**config.mk**
```make
export PLATFORM = sky130hd
export DESIGN_NAME = jtgng_romrq_arb
export DESIGN_NICKNAME = d
export VERILOG_FILES = /design/src/rtl/jtgng_romrq_arb.sv
export SDC_FILE = /design/constraint.sdc
export NUM_CORES = 1
export LEC_CHECK = 0
export ABC_AREA = 1
export BUFFER_PORTS_ARGS = -buffer_cell sky130_fd_sc_hd__buf_2
export CORE_ASPECT_RATIO = 0.5
export CORE_UTILIZATION = 59
export CTS_BUF_LIST = sky130_fd_sc_hd__clkbuf_8 sky130_fd_sc_hd__clkbuf_16
export DETAILED_ROUTE_END_ITERATION = 6
export PLACE_DENSITY = 0.86
export SLEW_MARGIN = 30
export SYNTH_ARGS = -nofsm -noshare
export SYNTH_HDL_FRONTEND = slang
export SYNTH_SLANG_ARGS = --single-unit
```
**constraint.sdc**
```tcl
create_clock -name clk -period 9.61 [get_ports clk]
set_input_delay 1.922 -clock clk [delete_from_list [all_inputs] [get_ports clk]]
set_output_delay 1.922 -clock clk [all_outputs]
set_load 0.02 [all_outputs]
```
**src/rtl/jtgng_romrq_arb.sv**
```systemverilog
// Three-client ROM read arbiter in front of the SDRAM controller.
// It keeps one cached 32-bit line per client and issues two-word burst reads on a miss.
module jtgng_romrq_arb #(
    parameter logic [21:0] OFFSET0 = 22'd0,
    parameter logic [21:0] OFFSET1 = 22'd0,
    parameter logic [21:0] OFFSET2 = 22'd0
) (
    input  logic        clk,
    input  logic        rst_n,
    input  logic        downloading,

    input  logic        slot0_cs,
    input  logic [21:0] slot0_addr,
    output logic        slot0_ok,
    output logic [15:0] slot0_dout,

    input  logic        slot1_cs,
    input  logic [21:0] slot1_addr,
    output logic        slot1_ok,
    output logic [15:0] slot1_dout,

    input  logic        slot2_cs,
    input  logic [21:0] slot2_addr,
    output logic        slot2_ok,
    output logic [15:0] slot2_dout,

    output logic        read_req,
    output logic [21:0] sdram_addr,
    input  logic        sdram_ack,
    input  logic [31:0] data_read,
    input  logic        data_rdy,
    output logic        refresh_en
);

    localparam int unsigned AW    = 22;
    localparam int unsigned TW    = AW - 1;
    localparam int unsigned DW    = 16;
    localparam int unsigned LW    = 2 * DW;
    localparam int unsigned NSLOT = 3;
    localparam int unsigned SW    = 2;

    typedef enum logic [1:0] {
        IDLE      = 2'd0,
        WAIT_ACK  = 2'd1,
        WAIT_DATA = 2'd2
    } state_e;

    state_e state_q, state_d;

    logic              read_req_q, read_req_d;
    logic [AW-1:0]     sdram_addr_q, sdram_addr_d;
    logic [SW-1:0]     sel_q, sel_d;
    logic [TW-1:0]     ltag_q, ltag_d;
    logic              refresh_q, refresh_d;
    logic [NSLOT-1:0]  valid_q;
    logic [LW-1:0]     line_q [NSLOT];
    logic [TW-1:0]     tag_q  [NSLOT];
    logic              fill;

    logic [NSLOT-1:0]  cs;
    logic [AW-1:0]     addr [NSLOT];
    logic [NSLOT-1:0]  hit;
    logic [NSLOT-1:0]  miss;
    logic [DW-1:0]     dout [NSLOT];
    logic [SW-1:0]     pick;
    logic [AW-1:0]     pick_addr;
    logic [AW-1:0]     pick_off;

    assign cs      = {slot2_cs, slot1_cs, slot0_cs};
    assign addr[0] = slot0_addr;
    assign addr[1] = slot1_addr;
    assign addr[2] = slot2_addr;

    // Zero-latency cache lookup per client
    always_comb begin
        hit = '0;
        for (int n = 0; n < NSLOT; n++) begin
            hit[n]  = cs[n] & valid_q[n] & (tag_q[n] == addr[n][AW-1:1]);
            dout[n] = addr[n][0] ? line_q[n][LW-1:DW] : line_q[n][DW-1:0];
        end
        miss = cs & ~hit;
    end

    assign slot0_ok   = hit[0];
    assign slot1_ok   = hit[1];
    assign slot2_ok   = hit[2];
    assign slot0_dout = dout[0];
    assign slot1_dout = dout[1];
    assign slot2_dout = dout[2];

    // Fixed priority: slot 0 over slot 1 over slot 2
    always_comb begin
        pick      = SW'(2);
        pick_addr = slot2_addr;
        pick_off  = OFFSET2;
        if (miss[0]) begin
            pick      = SW'(0);
            pick_addr = slot0_addr;
            pick_off  = OFFSET0;
        end else if (miss[1]) begin
            pick      = SW'(1);
            pick_addr = slot1_addr;
            pick_off  = OFFSET1;
        end
    end

    always_ff @(posedge clk or negedge rst_n) begin
        if (!rst_n) begin
            state_q <= IDLE;
        end else begin
            state_q <= state_d;
        end
    end

    // Next-state logic; an accepted ack wins over a late download abort
    always_comb begin
        state_d = state_q;
        unique case (state_q)
            IDLE:      if (!downloading && (|miss)) state_d = WAIT_ACK;
            WAIT_ACK:  begin
                if (sdram_ack)        state_d = WAIT_DATA;
                else if (downloading) state_d = IDLE;
            end
            WAIT_DATA: if (data_rdy) state_d = IDLE;
            default:   state_d = IDLE;
        endcase
    end

    // Request, latch and fill controls
    always_comb begin
        read_req_d   = read_req_q;
        sdram_addr_d = sdram_addr_q;
        sel_d        = sel_q;
        ltag_d       = ltag_q;
        fill         = 1'b0;
        refresh_d    = (state_q == IDLE) & ~(|miss) & ~downloading;
        unique case (state_q)
            IDLE: begin
                if (!downloading && (|miss)) begin
                    read_req_d   = 1'b1;
                    sdram_addr_d = pick_off + {pick_addr[AW-1:1], 1'b0};
                    sel_d        = pick;
                    ltag_d       = pick_addr[AW-1:1];
                end
            end
            WAIT_ACK:  if (sdram_ack || downloading) read_req_d = 1'b0;
            WAIT_DATA: fill = data_rdy;
            default:   read_req_d = 1'b0;
        endcase
    end

    always_ff @(posedge clk or negedge rst_n) begin
        if (!rst_n) begin
            read_req_q   <= 1'b0;
            sdram_addr_q <= '0;
            sel_q        <= '0;
            ltag_q       <= '0;
            refresh_q    <= 1'b0;
            valid_q      <= '0;
        end else begin
            read_req_q   <= read_req_d;
            sdram_addr_q <= sdram_addr_d;
            sel_q        <= sel_d;
            ltag_q       <= ltag_d;
            refresh_q    <= refresh_d;
            // A download invalidates every line, even one filled this cycle
            for (int n = 0; n < NSLOT; n++) begin
                if (downloading)                   valid_q[n] <= 1'b0;
                else if (fill && sel_q == SW'(n))  valid_q[n] <= 1'b1;
            end
        end
    end

    // Line and tag storage carries no reset; valid bits guard it
    always_ff @(posedge clk) begin
        for (int n = 0; n < NSLOT; n++) begin
            if (fill && sel_q == SW'(n)) begin
                line_q[n] <= data_read;
                tag_q[n]  <= ltag_q;
            end
        end
    end

    assign read_req   = read_req_q;
    assign sdram_addr = sdram_addr_q;
    assign refresh_en = refresh_q;

endmodule

```
Word-level counts from Yosys, hierarchy flattened
Memories as Yosys holds them, arrays and structs flattened.
Cells that the tools add are included.
Operators by class
  order comparisons: 0
  add/subtract/negate cells: 0
  shifts and indexed selects: 0
  equal/unequal tests: 11
  divide/modulo/power cells: 0
  reduce and logical (&&, ||, !) cells: 19
  mux-type cells: 40
  $mul: 0
  bitwise gates (word level): 13
Operators by type and width (count)
  $mux W32: 2
  $reduce_or A32 Y1: 2
  $eq A21 B21 Y1: 3
  $mux W16: 3
  $mux W22: 2
  $mux W21: 2
  $reduce_or A21 Y1: 2
  $mux W2: 10
  $mux W1: 19
  $and A1 B1 Y1: 8
  $ne A2 B2 Y1 const B: 3
  $pmux W2 S3: 1
  $reduce_and A3 Y1: 2
  $reduce_bool A2 Y1: 3
  $eq A2 B1 Y1 const B: 2
  $eq A2 B2 Y1 const B: 2
  $logic_and A1 B1 Y1: 4
  $logic_not A2 Y1: 2
  $and A3 B3 Y3: 1
  $ne A3 B3 Y1 const B: 1
  $not A1 Y1: 3
  $not A3 Y3: 1
  $pmux W1 S3: 1
  $reduce_or A3 Y1: 1
  other kinds (3): 3
Storage, ports and cells
  output and inout bits: 75
  bits in latches: 0
  word-level logic and storage cells: 93
  ROM bits: 0
  flip-flop bits (word level): 30
  memories: 2
  bits in writable memories: 159
  input bits: 106
Memories
  line_q: depth 3, width 32, rd ports 3, clocked after Yosys merged registers in 0, write ports 1, RTL line 56  | logic [LW-1:0] line_q [NSLOT];
  tag_q: depth 3, width 21, rd ports 3, clocked after Yosys merged registers in 0, write ports 1, RTL line 57  | logic [TW-1:0] tag_q [NSLOT];

Depth between registers and ports, before layout
An unclocked memory read counts as a cell.
  word-level depth: 9
  depth in mapped cells: 15
  gate-level depth less buffers: 14

Worst setup path before layout
OpenSTA, ideal clock, no wires.
  path type: input port to flip-flop
  from: in data_rdy
  to: mem line_q[0][0] (netlist bit), enable pin
  required time: 9.078 ns
  buffers on the path: 0
  path slack: 3.229 ns
  library setup time: 0.532 ns
  data arrival time: 5.849 ns
  cell stages on the path: 4
  cells stage by stage: inv_1 -> nor3_1 -> inv_1 -> nor3_1
Between the ends
  longest elaborated chain between the ends: 7
  elaborated cells on any way between the ends: 16
  those cells by class: mux (11); reduce/logical (5)
RTL lines
  start, declared: RTL line 31  | input logic data_rdy,
  $mux W1 (*): RTL line 137  | unique case (state_q)
  $logic_and A1 B1 Y1: RTL line 177  | if (fill && sel_q == SW'(n)) begin
  $mux W1: RTL line 177
  $mux W1 (not written as such): RTL line 178  | line_q[n] <= data_read;
  $reduce_or A32 Y1 (no line)
  $mux W2 (no line) or $mux W1 (tied branches) (2 in series)
  end, declared: RTL line 56
Every way passes the cells marked *; elsewhere a longest branch is shown, timed or not.

Worst setup path after layout
  from: in slot0_addr[3]
  to: out slot0_ok
Between the ends
  longest elaborated chain between the ends: 2
RTL lines
  start, declared: RTL line 13  | input logic [21:0] slot0_addr,
  $eq A21 B21 Y1: RTL line 78  | hit[n] = cs[n] & valid_q[n] & (tag_q[n] == addr[n][AW-1:1]);
  $and A1 B1 Y1: RTL line 78
  end, declared: RTL line 14  | output logic slot0_ok,
No other way between the ends.

==> run metrics <==
switching power 601 µW; Via density 5.25; layout cells sized above 1 0.283; clock-pin slew on the worst setup and hold paths 0.08 ns; Root Driver clkbuf_16; CP Cell Sequence buf_2 -> xnor2_1 -> nand3_1 -> nor4_1 -> nand3_1 -> nor2_1 -> buf_2; Final ANT Viol Nets 0; Final setup viols 0; vias 6152; GRT Resource Usage Total 0.279; half-perimeter wire length after placement 13200 µm; worst-case reg-to-reg path depth 12; pins over their slew limit 0; crit path kind input pin to primary output; Initial Util 0.609; RD Place Congestion 0.961; antenna violations before repair 0; clock network power share 0.336; Yosys top cell by area edfxtp_1; post-synthesis sequential area ratio 0.664; internal power 1430 µW; Fmax 193 MHz; H-Tree Depth 4; Remaining DRCs 0; row cnt 30; Comb pwr share 0.145; ranking of synthesized cells by area edfxtp_1, nand2_1, dfrtp_1; largest net degree at the start of global routing 55; RSZ-0062 raised after global routing false; worst min path class register to register; post-cts sizing count 0; Die X 170 µm; Wirelength per Cell 16.7 µm; routed wire length 19600 µm; area grow syn2layout 19.7%; first drt pass iteration count 6; die area 0.0146 mm²; CP startpoint kind input pin; Die Ht 86.0 µm; GRT Residual Overflow 0; Port Buffers 179; Core Footprint 0.0137 mm²; Layout Utilization 0.729; slowest CP cell nor4_1; switching share of power 0.295; Yosys top cell area share 0.574; post-synthesis net count 890; syn_area_per_cell 10.6 µm²; leakage power 0.00460 µW; post-synth design cell area 0.00832 mm²; CP arrival 3.25 ns; Mapped Cells 784; Reg2Reg Setup Slack 6.86 ns; Iteration-0 DRC Markers 651; Seq cells post-synth 189; Netlist cell types 30; Fin Hold WS 0.488 ns; Least-Margin Pin Slew 0.823 ns; PwrDens 204 mW/mm²; CP peak stage delay 0.36 ns; Final #Nets 1074; Inserted Clock Buffers 17; # Max-Cap Violations 0; Yosys warning total 0; CTS tree built; Clock Latency Late Sink 0.43 ns; skew final 0.0125 ns; antenna cells 0; number of cells on the worst hold path 2; CTS Hold Bufs 0; CTS Sinks 189; status finished clean; placed cells 1141; crit path max fanout 2; CTS max path bufs 2; io pins 181; Seq pwr share 0.519; Fin Setup TNS 0 ns; Final period util 0.538; total chip power 2040 µW; fin cells 1172; first-pass GRT wire length 30200 µm; fin crit period 5.17 ns; worst slew margin relative to its limit 0.451; postcts setup bufs 0; Max VDD drop 0.000101 V; endpoint class of the critical path primary output; vias in the first global route 6102; endpoints failing hold 0; CP required 7.69 ns
critical path, delay by kind of cell:
kind          cells  cell delay, ns
xor+xnor          1            0.22
simple gates      4            0.79
buf+inv           2            0.31
cells in the mapped netlist:
cell and n:
nand2_1 279, edfxtp_1 159, inv_1 101, nor2_1 66, mux2_2 48, nand3_1 31, dfrtp_1 30, o21ai_0 9
clkbuf_1 7, nand4_1 6, inv_2 5, buf_6 4, nor3_1 4, o21ai_1 4, xor2_1 4, buf_4 3
nand2_2 3, nor4_1 3, or2_1 3, or2_2 3, buf_2 2, xnor2_1 2, a21oi_1 1, buf_1 1
conb_1 1, nand3_2 1, nor2_4 1, o211ai_1 1, o31ai_1 1, or4_1 1
cells in the final DEF, fill, tap and decap left out:
cell type,instances
a21oi_1,1
buf_2,179
buf_4,3
clkbuf_16,17
clkinv_4,4
clkinv_8,3
clkinvlp_4,1
conb_1,1
dfrtp_1,30
edfxtp_1,159
inv_1,100
inv_2,6
inv_6,2
inv_8,4
mux2_2,48
nand2_1,279
nand2_2,3
nand3_1,31
nand3_2,1
nand4_1,6
nor2_1,66
nor2_4,1
nor3_1,2
nor3_2,2
nor4_1,3
o211ai_1,1
o21ai_0,9
o21ai_1,4
o31ai_1,1
or2_1,3
or2_2,3
or4_1,1
xnor2_1,2
xor2_1,4
metal layers:
layer  track usage  up-vias  share of wire
met5             0        -              0
met1         0.338     2922           0.39
met3        0.0521       39          0.076
met2         0.497      286           0.51
li1              -     2905              -
met4         0.117        0          0.023
registers in the layout, indices dropped and copies added (netlist names):
signal / cells
line_q: 96
read_req: 1
refresh_en: 1
sdram_addr: 21
sel_q: 2
state_q: 2
tag_q: 63
valid_q: 3
power groups by stage:
stage	clock network, µW	logic [µW]	registers, µW
after CTS	692	297	1050
after global placement	0	286	1070
final	684	295	1060
after global routing	720	322	1060
after floorplan	0	138	1100
after detailed placement	0	295	1070
layout make-up:
class	count	area [µm²]
Timing Repair Buffer	182	918
Multi-Input combinational cell	472	2300
Clock buffer	17	425
Clock inverter	14	154
Inverter	106	398
Tap cell	192	240
Sequential cell	189	5530
Fill cell	962	3700
cells by family (layout without fill, tap and decap cells):
family	count (synthesis)	count (layout)	share of synthesized area
AOI/OAI and AO/OA	16	16	0.0102
xor gates and xnor gates	6	6	0.00631
buffers and inverters	123	319	0.0607
DFF	189	189	0.664
muxes	48	48	0.0649
other	1	1	0.000450
and+or+nand+nor	401	401	0.194
per-stage QoR:
step                      cell area, µm²  setup WS [ns]
after CTS                           9960           4.53
final                               9960           4.44
after global placement              9390           4.56
after global routing                9960           4.40
after floorplan                     8320           3.23
after detailed placement            9390           4.54
path summary, 6_finish.rpt:
kind / start / to
min reg2reg: read_req / read_req
max in group asynchronous: rst_n / sdram_addr[21]
max reg2reg: valid_q[1] / state_q[0]
max: slot0_addr[3] / slot0_ok
min: read_req / read_req
min in group asynchronous: rst_n / state_q[0]
Power figures use the tool's default switching activity.
